<file path="config.mk">
export PLATFORM = sky130hd
export DESIGN_NAME = review2015_fsm_tx
export DESIGN_NICKNAME = d
export VERILOG_FILES = /design/src/rtl/review2015_pkg.sv /design/src/rtl/review2015_tx_timeout.sv /design/src/rtl/review2015_fsm_tx.sv
export SDC_FILE = /design/constraint.sdc
export NUM_CORES = 1
export LEC_CHECK = 0
export ABC_CLOCK_PERIOD_IN_PS = 1600
export CORE_UTILIZATION = 45
export CTS_CLUSTER_DIAMETER = 200
export CTS_CLUSTER_SIZE = 16
export DETAILED_ROUTE_END_ITERATION = 7
export GPL_TIMING_DRIVEN = 0
export MAX_ROUTING_LAYER = met4
export PLACE_DENSITY = 0.7
export SKIP_CTS_REPAIR_TIMING = 1
export SLEW_MARGIN = 25
export SYNTH_ARGS = -nofsm -noshare
export SYNTH_HDL_FRONTEND = slang
export SYNTH_HIERARCHICAL = 1
export SYNTH_SLANG_ARGS = --single-unit
</file>
<file path="constraint.sdc">
create_clock -name clk -period 1.6 [get_ports clk]
set_input_delay 0.32 -clock clk [delete_from_list [all_inputs] [get_ports clk]]
set_output_delay 0.32 -clock clk [all_outputs]
set_load 0.02 [all_outputs]
</file>
<file path="src/rtl/review2015_pkg.sv">
// Shared types and constants for the review2015 serial timer protocol initiator.
package review2015_pkg;

    typedef enum logic [2:0] {
        ST_IDLE,
        ST_GAP,
        ST_PRE,
        ST_DATA,
        ST_WAIT_DONE,
        ST_ACK
    } tx_state_t;

    localparam logic [3:0] PREAMBLE  = 4'b1101;
    localparam int         DATA_BITS = 4;
    localparam int         PRE_BITS  = 4;

    // Bit 'pos' of a 4-bit word counted from the MSB (pos 0 returns word[3]).
    function automatic logic msb_first_bit(input logic [3:0] word, input logic [2:0] pos);
        logic [1:0] sel;
        sel = 2'(3'd3 - pos);
        return word[sel];
    endfunction

endpackage

</file>
<file path="src/rtl/review2015_tx_timeout.sv">
// WAIT_DONE watchdog: loaded with TIMEOUT_CYCLES-1 on entry, counts down while
// running and flags expiry once it sits at zero. Only used with REVIEW2015_TX_TIMEOUT_EN.
module review2015_tx_timeout #(
    parameter int TIMEOUT_CYCLES = 17000
) (
    input  logic clk,
    input  logic reset_n,
    input  logic load,
    input  logic run,
    output logic expired
);

    localparam int CW = (TIMEOUT_CYCLES > 2) ? $clog2(TIMEOUT_CYCLES) : 1;

    logic [CW-1:0] count;

    always_ff @(posedge clk) begin
        if (!reset_n) begin
            count <= '0;
        end else if (load) begin
            count <= CW'(TIMEOUT_CYCLES - 1);
        end else if (run && (count != '0)) begin
            count <= count - CW'(1);
        end
    end

    assign expired = run && (count == '0);

endmodule

</file>
<file path="src/rtl/review2015_fsm_tx.sv">
// Initiator for the review2015 serial timer protocol: gap, preamble 1101, 4-bit delay
// MSB first, then waits for done and acknowledges. REVIEW2015_TX_TIMEOUT_EN adds a WAIT_DONE timeout.
module review2015_fsm_tx
    import review2015_pkg::*;
#(
    parameter int GAP_CYCLES = 2
`ifdef REVIEW2015_TX_TIMEOUT_EN
    ,
    parameter int TIMEOUT_CYCLES = 17000
`endif
) (
    input  logic       clk,
    input  logic       reset_n,
    input  logic       start,
    input  logic [3:0] delay,
    output logic       ready,
    output logic       busy,
    output logic       x,
    input  logic       done,
    output logic       ack,
    output logic       timeout
);

    localparam int                 GAP_W     = (GAP_CYCLES > 1) ? $clog2(GAP_CYCLES) : 1;
    localparam logic [GAP_W-1:0]   GAP_LAST  = GAP_W'((GAP_CYCLES > 0) ? (GAP_CYCLES - 1) : 0);
    localparam logic [2:0]         PRE_LAST  = 3'(PRE_BITS - 1);
    localparam logic [2:0]         DATA_LAST = 3'(DATA_BITS - 1);

    tx_state_t        state;
    logic [GAP_W-1:0] gap_cnt;
    logic [2:0]       idx;
    logic [3:0]       data_q;

`ifdef REVIEW2015_TX_TIMEOUT_EN
    logic tmo_load;
    logic tmo_run;
    logic tmo_expired;
    logic timeout_pulse;

    assign tmo_load = (state == ST_DATA) && (idx == DATA_LAST);
    assign tmo_run  = (state == ST_WAIT_DONE);

    review2015_tx_timeout #(
        .TIMEOUT_CYCLES(TIMEOUT_CYCLES)
    ) u_timeout (
        .clk    (clk),
        .reset_n(reset_n),
        .load   (tmo_load),
        .run    (tmo_run),
        .expired(tmo_expired)
    );

    assign timeout = timeout_pulse;
`else
    assign timeout = 1'b0;
`endif

    // Outputs are registered alongside the state so each reflects the state being entered.
    always_ff @(posedge clk) begin
        if (!reset_n) begin
            state   <= ST_IDLE;
            gap_cnt <= '0;
            idx     <= '0;
            data_q  <= '0;
            x       <= 1'b0;
            ack     <= 1'b0;
            busy    <= 1'b0;
            ready   <= 1'b1;
`ifdef REVIEW2015_TX_TIMEOUT_EN
            timeout_pulse <= 1'b0;
`endif
        end else begin
            ack <= 1'b0;
`ifdef REVIEW2015_TX_TIMEOUT_EN
            timeout_pulse <= 1'b0;
`endif
            case (state)
                ST_IDLE: begin
                    if (start) begin
                        data_q  <= delay;
                        gap_cnt <= '0;
                        idx     <= '0;
                        busy    <= 1'b1;
                        ready   <= 1'b0;
                        if (GAP_CYCLES == 0) begin
                            state <= ST_PRE;
                            x     <= PREAMBLE[3];
                        end else begin
                            state <= ST_GAP;
                            x     <= 1'b0;
                        end
                    end
                end
                ST_GAP: begin
                    if (gap_cnt == GAP_LAST) begin
                        state <= ST_PRE;
                        x     <= PREAMBLE[3];
                    end else begin
                        gap_cnt <= gap_cnt + GAP_W'(1);
                    end
                end
                // The last preamble edge loads the first data bit so the receiver's shift window lines up.
                ST_PRE: begin
                    if (idx == PRE_LAST) begin
                        state <= ST_DATA;
                        idx   <= '0;
                        x     <= data_q[3];
                    end else begin
                        idx <= idx + 3'd1;
                        x   <= msb_first_bit(PREAMBLE, idx + 3'd1);
                    end
                end
                ST_DATA: begin
                    if (idx == DATA_LAST) begin
                        state <= ST_WAIT_DONE;
                        idx   <= '0;
                        x     <= 1'b0;
                    end else begin
                        idx <= idx + 3'd1;
                        x   <= msb_first_bit(data_q, idx + 3'd1);
                    end
                end
                // done takes priority over a timeout expiring on the same edge.
                ST_WAIT_DONE: begin
                    if (done) begin
                        state <= ST_ACK;
                        ack   <= 1'b1;
                    end
`ifdef REVIEW2015_TX_TIMEOUT_EN
                    else if (tmo_expired) begin
                        state         <= ST_IDLE;
                        busy          <= 1'b0;
                        ready         <= 1'b1;
                        timeout_pulse <= 1'b1;
                    end
`endif
                end
                ST_ACK: begin
                    state <= ST_IDLE;
                    busy  <= 1'b0;
                    ready <= 1'b1;
                end
                default: begin
                    state <= ST_IDLE;
                    x     <= 1'b0;
                    busy  <= 1'b0;
                    ready <= 1'b1;
                end
            endcase
        end
    end

endmodule

</file>
==> results of run 1 <==
-- registers in the layout, indices dropped and copies added, names as in the netlist --
signal and flops:
ready 1, data_q 4, state 3, busy 1, x 1, idx 3
gap_cnt 1, ack 1
-- path summary, 6_finish.rpt --
path               start       end  slack (ns)  cells past startpoint
setup / recovery       x         x        0.06                      1
hold / removal    idx[2]    idx[2]        0.45                      2
setup reg to reg  idx[0]  state[0]        0.24                      5
hold reg to reg   idx[2]    idx[2]        0.45                      2
-- final cells by class --
class / instances / area, sq um / share of cell area
multi-input cells: 58 / 420 / 0.458
flip-flops and latches: 15 / 300 / 0.327
plain buffers: 5 / 31.3 / 0.0341
well taps: 16 / 20.0 / 0.0218
clock buffers: 4 / 26.3 / 0.0286
inverters: 1 / 3.75 / 0.00409
repair buffers: 11 / 115 / 0.126
-- layout by cell type, fill, tap and decap left out, types with 2 or more instances in the layout --
master and count:
and2_1 3, a21oi_1 4, ha_1 2, clkbuf_1 2, clkbuf_4 3, clkdlybuf4s50_1 9, nand2b_1 3, dfxtp_1 15
dlymetal6s2s_1 2, buf_4 3, nand2_1 8, nor2_1 2, o21bai_1 2, mux2i_1 4, nor2b_1 6, o21ai_1 2
-- power by group through the flow --
stage | clock network (uW) | registers [uW] | logic (uW)
final | 220 | 413 | 155
after global routing | 239 | 416 | 171
after CTS | 222 | 413 | 157
after detailed placement | 0 | 422 | 157
after global placement | 0 | 420 | 155
after floorplan | 0 | 428 | 94.1
-- metrics by stage --
stage / std cells / util
4_1_cts: 110 / 0.592
3_3_place_gp: 106 / 0.575
5_1_grt: 110 / 0.595
2_1_floorplan: 79 / -
6_report: 110 / 0.595
3_5_place_dp: 106 / 0.575
-- tightest hold or removal path, cell delays in order (launching register included) --
cell	delay [ns]
dfxtp_1	0.33
nand2_1	0.05
a211oi_1	0.03
-- routing by layer --
layer | global-route usage | vias up | wire length [um]
met4 | 0.0545 | 0 | 14
met1 | 0.258 | 271 | 720
met3 | 0.0255 | 2 | 51
li1 | - | 307 | -
met5 | - | - | 0
met2 | 0.264 | 14 | 657
-- kinds of logic after synthesis --
kind of cell,count (synthesis),synth area share
xor+xnor,1,0.0116
buf+inv,6,0.0463
simple gates,30,0.252
fa+ha+maj,2,0.0331
mux,6,0.0977
compound gates,18,0.157
flops,15,0.397
other cells,1,0.00496
==> flow_summary.ini, run 1 <==
[critical_path]
critPathBufInv = 1
arrival_ns = 1.22
crit_chain = clkdlybuf4s50_1
cp_slowest_cell = clkdlybuf4s50_1
critPathRequiredTime_ns = 1.28
worst_path_largest_cell_delay_ns = 0.60
cpLargestDelayFamily = buffers and inverters
endpoint_kind = output port
crit_type = reg -> out
path_max_fanout = 2
critPathLaunchType = flip-flop

[sta]
setup_viol = 0
clock_skew_ns = 0.00409
layout_setup_ws_ns = 0.0614
rsz0062_at_grt = no
setup_tns_ns = 0
post-route-min-period_ns = 1.54
hold_slack_ns = 0.452
timing.fmax_mhz = 650
min_period_over_period = 0.962
slew_violations = 0
hold_viol_final = 0

[clocking]
clk_path_buf_depth = 2
cts.clk_slew.worst_paths_ns = 0.09
cts-root-buf = clkbuf_4
cts_tree = built
cts_buffers = 3
cts.sinks = 15
clkLatencyLatePin_ns = 0.28
htreeDepth = 1

[grt]
grt-ovfl-total = 0
grt_pass1_vias = 554
antenna_found_initial = 0
grt_pass1_wl_mm = 2.46
grt_usage = 0.180
grt_start_max_net_pins = 11

[synth]
synth.area.top_cells = dfxtp_1, mux2i_1, nor2b_1
synth_common_cells = dfxtp_1, nand2_1, nor2b_1, a21oi_1, mux2i_1
syn_avg_cell_area_sq_um = 9.57
synth_edf_count = 0
synth_flop_cell = dfxtp_1
async_flop_share = 0
synthesis.nets = 89
synth_top_area_share = 0.397
yosysMostFrequentCell = dfxtp_1
ys_seq_elements = 15
ys_seq_area_frac = 0.397
syn_area_sq_um = 756
yosys_warnings = 6
synth_top_area_cell = dfxtp_1
ys_types = 37
netlist_instances = 79

[power_and_ir_drop]
seqPwrFrac = 0.523
sw_frac_of_total = 0.272
irDropWorstVdd_v = 0.000431
combPwrFrac = 0.197
p_total_uw = 788
power.internal_uw = 574
power_density_nw_per_um2 = 859
leakagePower_uw = 0.000365
p_sw_uw = 214
pwr-share-clk = 0.280

[floorplanning]
rows = 14
ios = 13
die_w_um = 43.0
die_area_sq_um = 1850
core_area_sq_um = 1540
start_util = 0.490
die_h_um = 43.0

[routing]
first_iter_violations = 23
wl_per_cell_um = 13.1
avgViaCountPerCell = 5.40
route.vias.total = 594
ant_nets = 0
drt_wl_total_mm = 1.44
dr.pass1.iters = 4
drcViolationCount = 0

[final_layout]
fin_area_sq_um = 917
nNetsFinal = 105
antenna_cells = 0
fillers = 156
layout-drive-gt1-share = 0.138
syn_to_final_growth_pct = 21.4

[place]
port_buffers = 11
dp_hpwl_mm = 1.04
gp_congestion = 0.800
placed_cell_area_sq_um = 886
post-place-ws_ns = -0.167

[job]
cap_violations = 0

[hold_path]
hp-class = reg -> reg

[run_status]
status = finished, final reports clean
No activity file was read; power rests on OpenSTA's default activity.
==> run 2, diff against run 1 <==
--- a/config.mk
+++ b/config.mk
@@ -13,6 +13,7 @@
 export GPL_TIMING_DRIVEN = 0
 export MAX_ROUTING_LAYER = met4
 export PLACE_DENSITY = 0.7
+export RECOVER_POWER = 50
 export SKIP_CTS_REPAIR_TIMING = 1
 export SLEW_MARGIN = 25
 export SYNTH_ARGS = -nofsm -noshare
==> run 2 against run 1 <==
  * Cell area fell by 2.5%
  * Critical path type unchanged
  * Clock power barely moved
  * Register-to-register slack barely moved
  * Combinational power fell by 5%
  * Critical path depth did not move
  * Fmax fell by 0.15%
==> flow_summary.ini, run 2 (synthesis gave the netlist of run 1 again) <==
[final_layout]
final_common_cell = dfxtp_1
nNetsFinal = 105
reg_top3 = data_q (4), idx (3), state (3)
layout_common_cells = dfxtp_1, nand2_1, clkdlybuf4s50_1, nor2b_1
antenna_cells = 0
syn_to_final_growth_pct = 18.4
regMostFlops = data_q
largest_register_ffs = 4
layout-drive-gt1-share = 0.128

[floorplanning]
die_w_um = 43.0
die_h_um = 43.0
die_area_sq_um = 1850
core_area_sq_um = 1540
ios = 13
start_util = 0.490
rows = 14

[place]
dp_hpwl_mm = 1.04
gp_congestion = 0.800
port_buffers = 11

[run_status]
status = finished, final reports clean

[hold_path]
hold-path-endpoint = idx[2]
hp-class = reg -> reg
min_path_cells = 2
min_from = idx[2]

[sta]
clock_skew_ns = 0.00215
timing.fmax_mhz = 649
post-route-min-period_ns = 1.54
hold_viol_final = 0
rsz0062_at_grt = no
hold_slack_ns = 0.453
slew_violations = 0
min_period_over_period = 0.963
setup_viol = 0

[clocking]
cts_tree = built
cts.sinks = 15
clk_path_buf_depth = 2
cts.clk_slew.worst_paths_ns = 0.09
cts_buffers = 3
htreeDepth = 1
cts-root-buf = clkbuf_4
clkLatencyLatePin_ns = 0.28

[job]
cap_violations = 0

[critical_path]
endpoint_kind = output port
critPathBufInv = 1
cpLargestDelayFamily = buffers and inverters
crit_chain = clkdlybuf4s50_1
cp_slowest_cell = clkdlybuf4s50_1
r2r_cells = 5
arrival_ns = 1.22
r2r-end = state[0]
critPathLaunchType = flip-flop
worst_path_largest_cell_delay_ns = 0.60
critPathRequiredTime_ns = 1.28
r2r-start = idx[0]
path_max_fanout = 2
cp-startpoint = x
rrSetupSlack_ns = 0.24
crit_type = reg -> out

[grt]
antenna_found_initial = 0
grt-ovfl-total = 0
grt_pass1_wl_mm = 2.46
grt_start_max_net_pins = 11
grt_pass1_vias = 554
grt_usage = 0.180

[routing]
route.vias.total = 597
dr.pass1.iters = 4
wl_per_cell_um = 13.0
first_iter_violations = 21
drcViolationCount = 0
ant_nets = 0
drt_wl_total_mm = 1.44
avgViaCountPerCell = 5.43

[power_and_ir_drop]
irDropWorstVdd_v = 0.000425
p_total_uw = 779
leakagePower_uw = 0.000340
power_density_nw_per_um2 = 871
==> run 2: report_power, final <==
part           switching (uW)  internal (uW)  leakage (uW)
clock                     123           96.8     0.0000150
sequential               16.3            396      0.000123
combinational            73.4           73.3      0.000202
total                     213            566      0.000340
==> run 2: routing by layer <==
metal | part of all wire | up-vias | routed length, um | track usage
met2 | 0.46 | 15 | 662 | 0.264
met3 | 0.033 | 4 | 48 | 0.0255
met5 | 0 | - | 0 | -
li1 | - | 306 | - | -
met1 | 0.49 | 272 | 701 | 0.258
met4 | 0.015 | 0 | 22 | 0.0545
==> run 2: worst max path at each step <==
stage | to | slack (ns) | depth (start not counted)
after floorplan | state[0] | 0.33 | 5
after global placement | data_q[3] | -0.17 | 5
after detailed placement | data_q[3] | -0.17 | 5
after CTS | ready | 0.02 | 1
after global routing | x | 0.01 | 1
final | x | 0.06 | 1
==> run 2: metrics by stage <==
| step | util | setup slack (ns) | TNS, ns | std cells | instance area (sq um) |
|---|---|---|---|---|---|
| CTS | 0.592 | 0.0227 | 0 | 110 | 912 |
| global placement | 0.575 | -0.170 | -0.974 | 106 | 886 |
| floorplan | - | 0.330 | 0 | 79 | 756 |
| finish | 0.580 | 0.0591 | 0 | 110 | 895 |
| detailed placement | 0.575 | -0.167 | -0.955 | 106 | 886 |
| global route | 0.580 | 0.0136 | 0 | 110 | 895 |
==> run 2: layout make-up <==
type	instances	area (sq um)
plain buffers	5	28.8
clock buffers	4	26.3
fillers	158	647
inverters	1	3.75
multi-input cells	58	418
flip-flops and latches	15	300
well taps	16	20.0
repair buffers	11	97.6
==> run 3, diff against run 2 <==
--- a/config.mk
+++ b/config.mk
@@ -7,10 +7,10 @@
 export LEC_CHECK = 0
 export ABC_CLOCK_PERIOD_IN_PS = 1600
 export CORE_UTILIZATION = 45
-export CTS_CLUSTER_DIAMETER = 200
+export CTS_CLUSTER_DIAMETER = 30
 export CTS_CLUSTER_SIZE = 16
 export DETAILED_ROUTE_END_ITERATION = 7
-export GPL_TIMING_DRIVEN = 0
+export GPL_TIMING_DRIVEN = 1
 export MAX_ROUTING_LAYER = met4
 export PLACE_DENSITY = 0.7
 export RECOVER_POWER = 50
==> run 3 against run 2 <==
  * Routed wire length shrank 1.6%
  * Global-route usage grew 2.1 points
  * Utilization shrank 0.081 points
  * Clock skew grew 0.0013 ns
  * First-iteration DRC count shrank 52%
  * Cell area shrank 0.14%
  * Worst setup slack gained 0.044 ns
  * Die area is the same
  * Final cell count is the same
  * Register-to-register slack lost 0.02 ns
  * Clock power is essentially flat
  * Largest cell class unchanged
==> flow_summary.ini, run 3 (synthesis gave the netlist of run 1 again) <==
[critical_path]
crit_cells = 1
crit_type = reg -> out
cpLargestDelayFamily = buffers and inverters
endpoint_kind = output port
critPathLaunchType = flip-flop
crit_chain = clkdlybuf4s50_1
r2r_cells = 5
arrival_ns = 1.18
cp_slowest_cell = clkdlybuf4s50_1
worst_path_largest_cell_delay_ns = 0.59
path_max_fanout = 1
critPathRequiredTime_ns = 1.28
critPathBufInv = 1

[clocking]
cts.clk_slew.worst_paths_ns = 0.09
clk_path_buf_depth = 2
cts_tree = built
clkLatencyLatePin_ns = 0.28
cts-root-buf = clkbuf_4
cts_buffers = 3
cts.sinks = 15
htreeDepth = 1

[job]
cap_violations = 0

[grt]
grt_start_max_net_pins = 12
grt-ovfl-total = 0
grt_pass1_vias = 596
antenna_found_initial = 0
grt_pass1_wl_mm = 2.68
grt_usage = 0.202

[routing]
avgViaCountPerCell = 5.47
wl_met3_um = 41
route.vias.total = 602
drcViolationCount = 0
dr.pass1.iters = 4
wl_per_cell_um = 12.8
drt-met1-wl_um = 707
drt_wl_total_mm = 1.41
routed.top_layer = met4
ant_nets = 0
first_iter_violations = 10
wl_met2_um = 649

[power_and_ir_drop]
leakagePower_uw = 0.000337
power_density_nw_per_um2 = 870
irDropWorstVdd_v = 0.000452

[final_layout]
syn_to_final_growth_pct = 18.2
layout-drive-gt1-share = 0.128
fillers = 148
regMostFlops = data_q
largest_register_ffs = 4
stdcell_count = 110
antenna_cells = 0
reg_top3 = data_q (4), idx (3), state (3)
layout_common_cells = dfxtp_1, nand2_1, clkdlybuf4s50_1, nor2b_1, clkbuf_1
nNetsFinal = 105
final_common_cell = dfxtp_1
regArea_sq_um = 300
multi_input_area_sq_um = 418

[place]
dp_hpwl_mm = 1.05
gp_congestion = 0.755
port_buffers = 11
dp.cells = 106

[sta]
rsz0062_at_grt = no
timing.fmax_mhz = 668
min_period_over_period = 0.936
setup_tns_ns = 0
post-route-min-period_ns = 1.50
clock_skew_ns = 0.00341
setup_viol = 0
hold_viol_final = 0
slew_violations = 0

[floorplanning]
die_w_um = 43.0
core_area_sq_um = 1540
rows = 14
die_h_um = 43.0
die_area_sq_um = 1850
ios = 13
start_util = 0.490

[hold_path]
min_path_cells = 2
hp-class = reg -> reg

[run_status]
status = finished, final reports clean
run 3: cell count changes in the layout (fill, tap and decap cells not counted), sizes merged:
cell,delta
buf,+1
dlygate4sd3,-1
run 3: power by group:
group	switching (uW)	internal (uW)	total, uW
Sequential	21.6	396	418
Clock	121	96.7	218
Combinational	68.6	73.5	142
run 3: final cells by class:
cell class | count | area share
well taps | 16 | 0.0224
flip-flops and latches | 15 | 0.336
clock buffers | 4 | 0.0294
multi-input cells | 58 | 0.468
inverters | 1 | 0.00420
repair buffers | 16 | 0.140
run 3: per-stage QoR:
step | hold WS [ns] | area, sq um | setup slack [ns] | utilization | total power (uW)
floorplan | 0.420 | 756 | 0.330 | - | 522
global placement | 0.442 | 892 | 0.0305 | 0.579 | 577
detailed placement | 0.443 | 892 | 0.0145 | 0.579 | 581
CTS | 0.459 | 918 | 0.0143 | 0.596 | 804
global route | 0.493 | 893 | 0.0494 | 0.580 | 830
finish | 0.457 | 893 | 0.103 | 0.580 | 777
run 3: worst paths after layout:
kind | end | start | slack (ns)
max | ack | ack | 0.10
max reg2reg | state[0] | idx[0] | 0.22
min reg2reg | idx[2] | idx[2] | 0.46
min | idx[2] | idx[2] | 0.46
run 3: routing by layer:
layer  vias up  track usage
met5         -            -
met3         2       0.0511
met1       281        0.255
met4         0        0.109
met2        10        0.294
li1        309            -
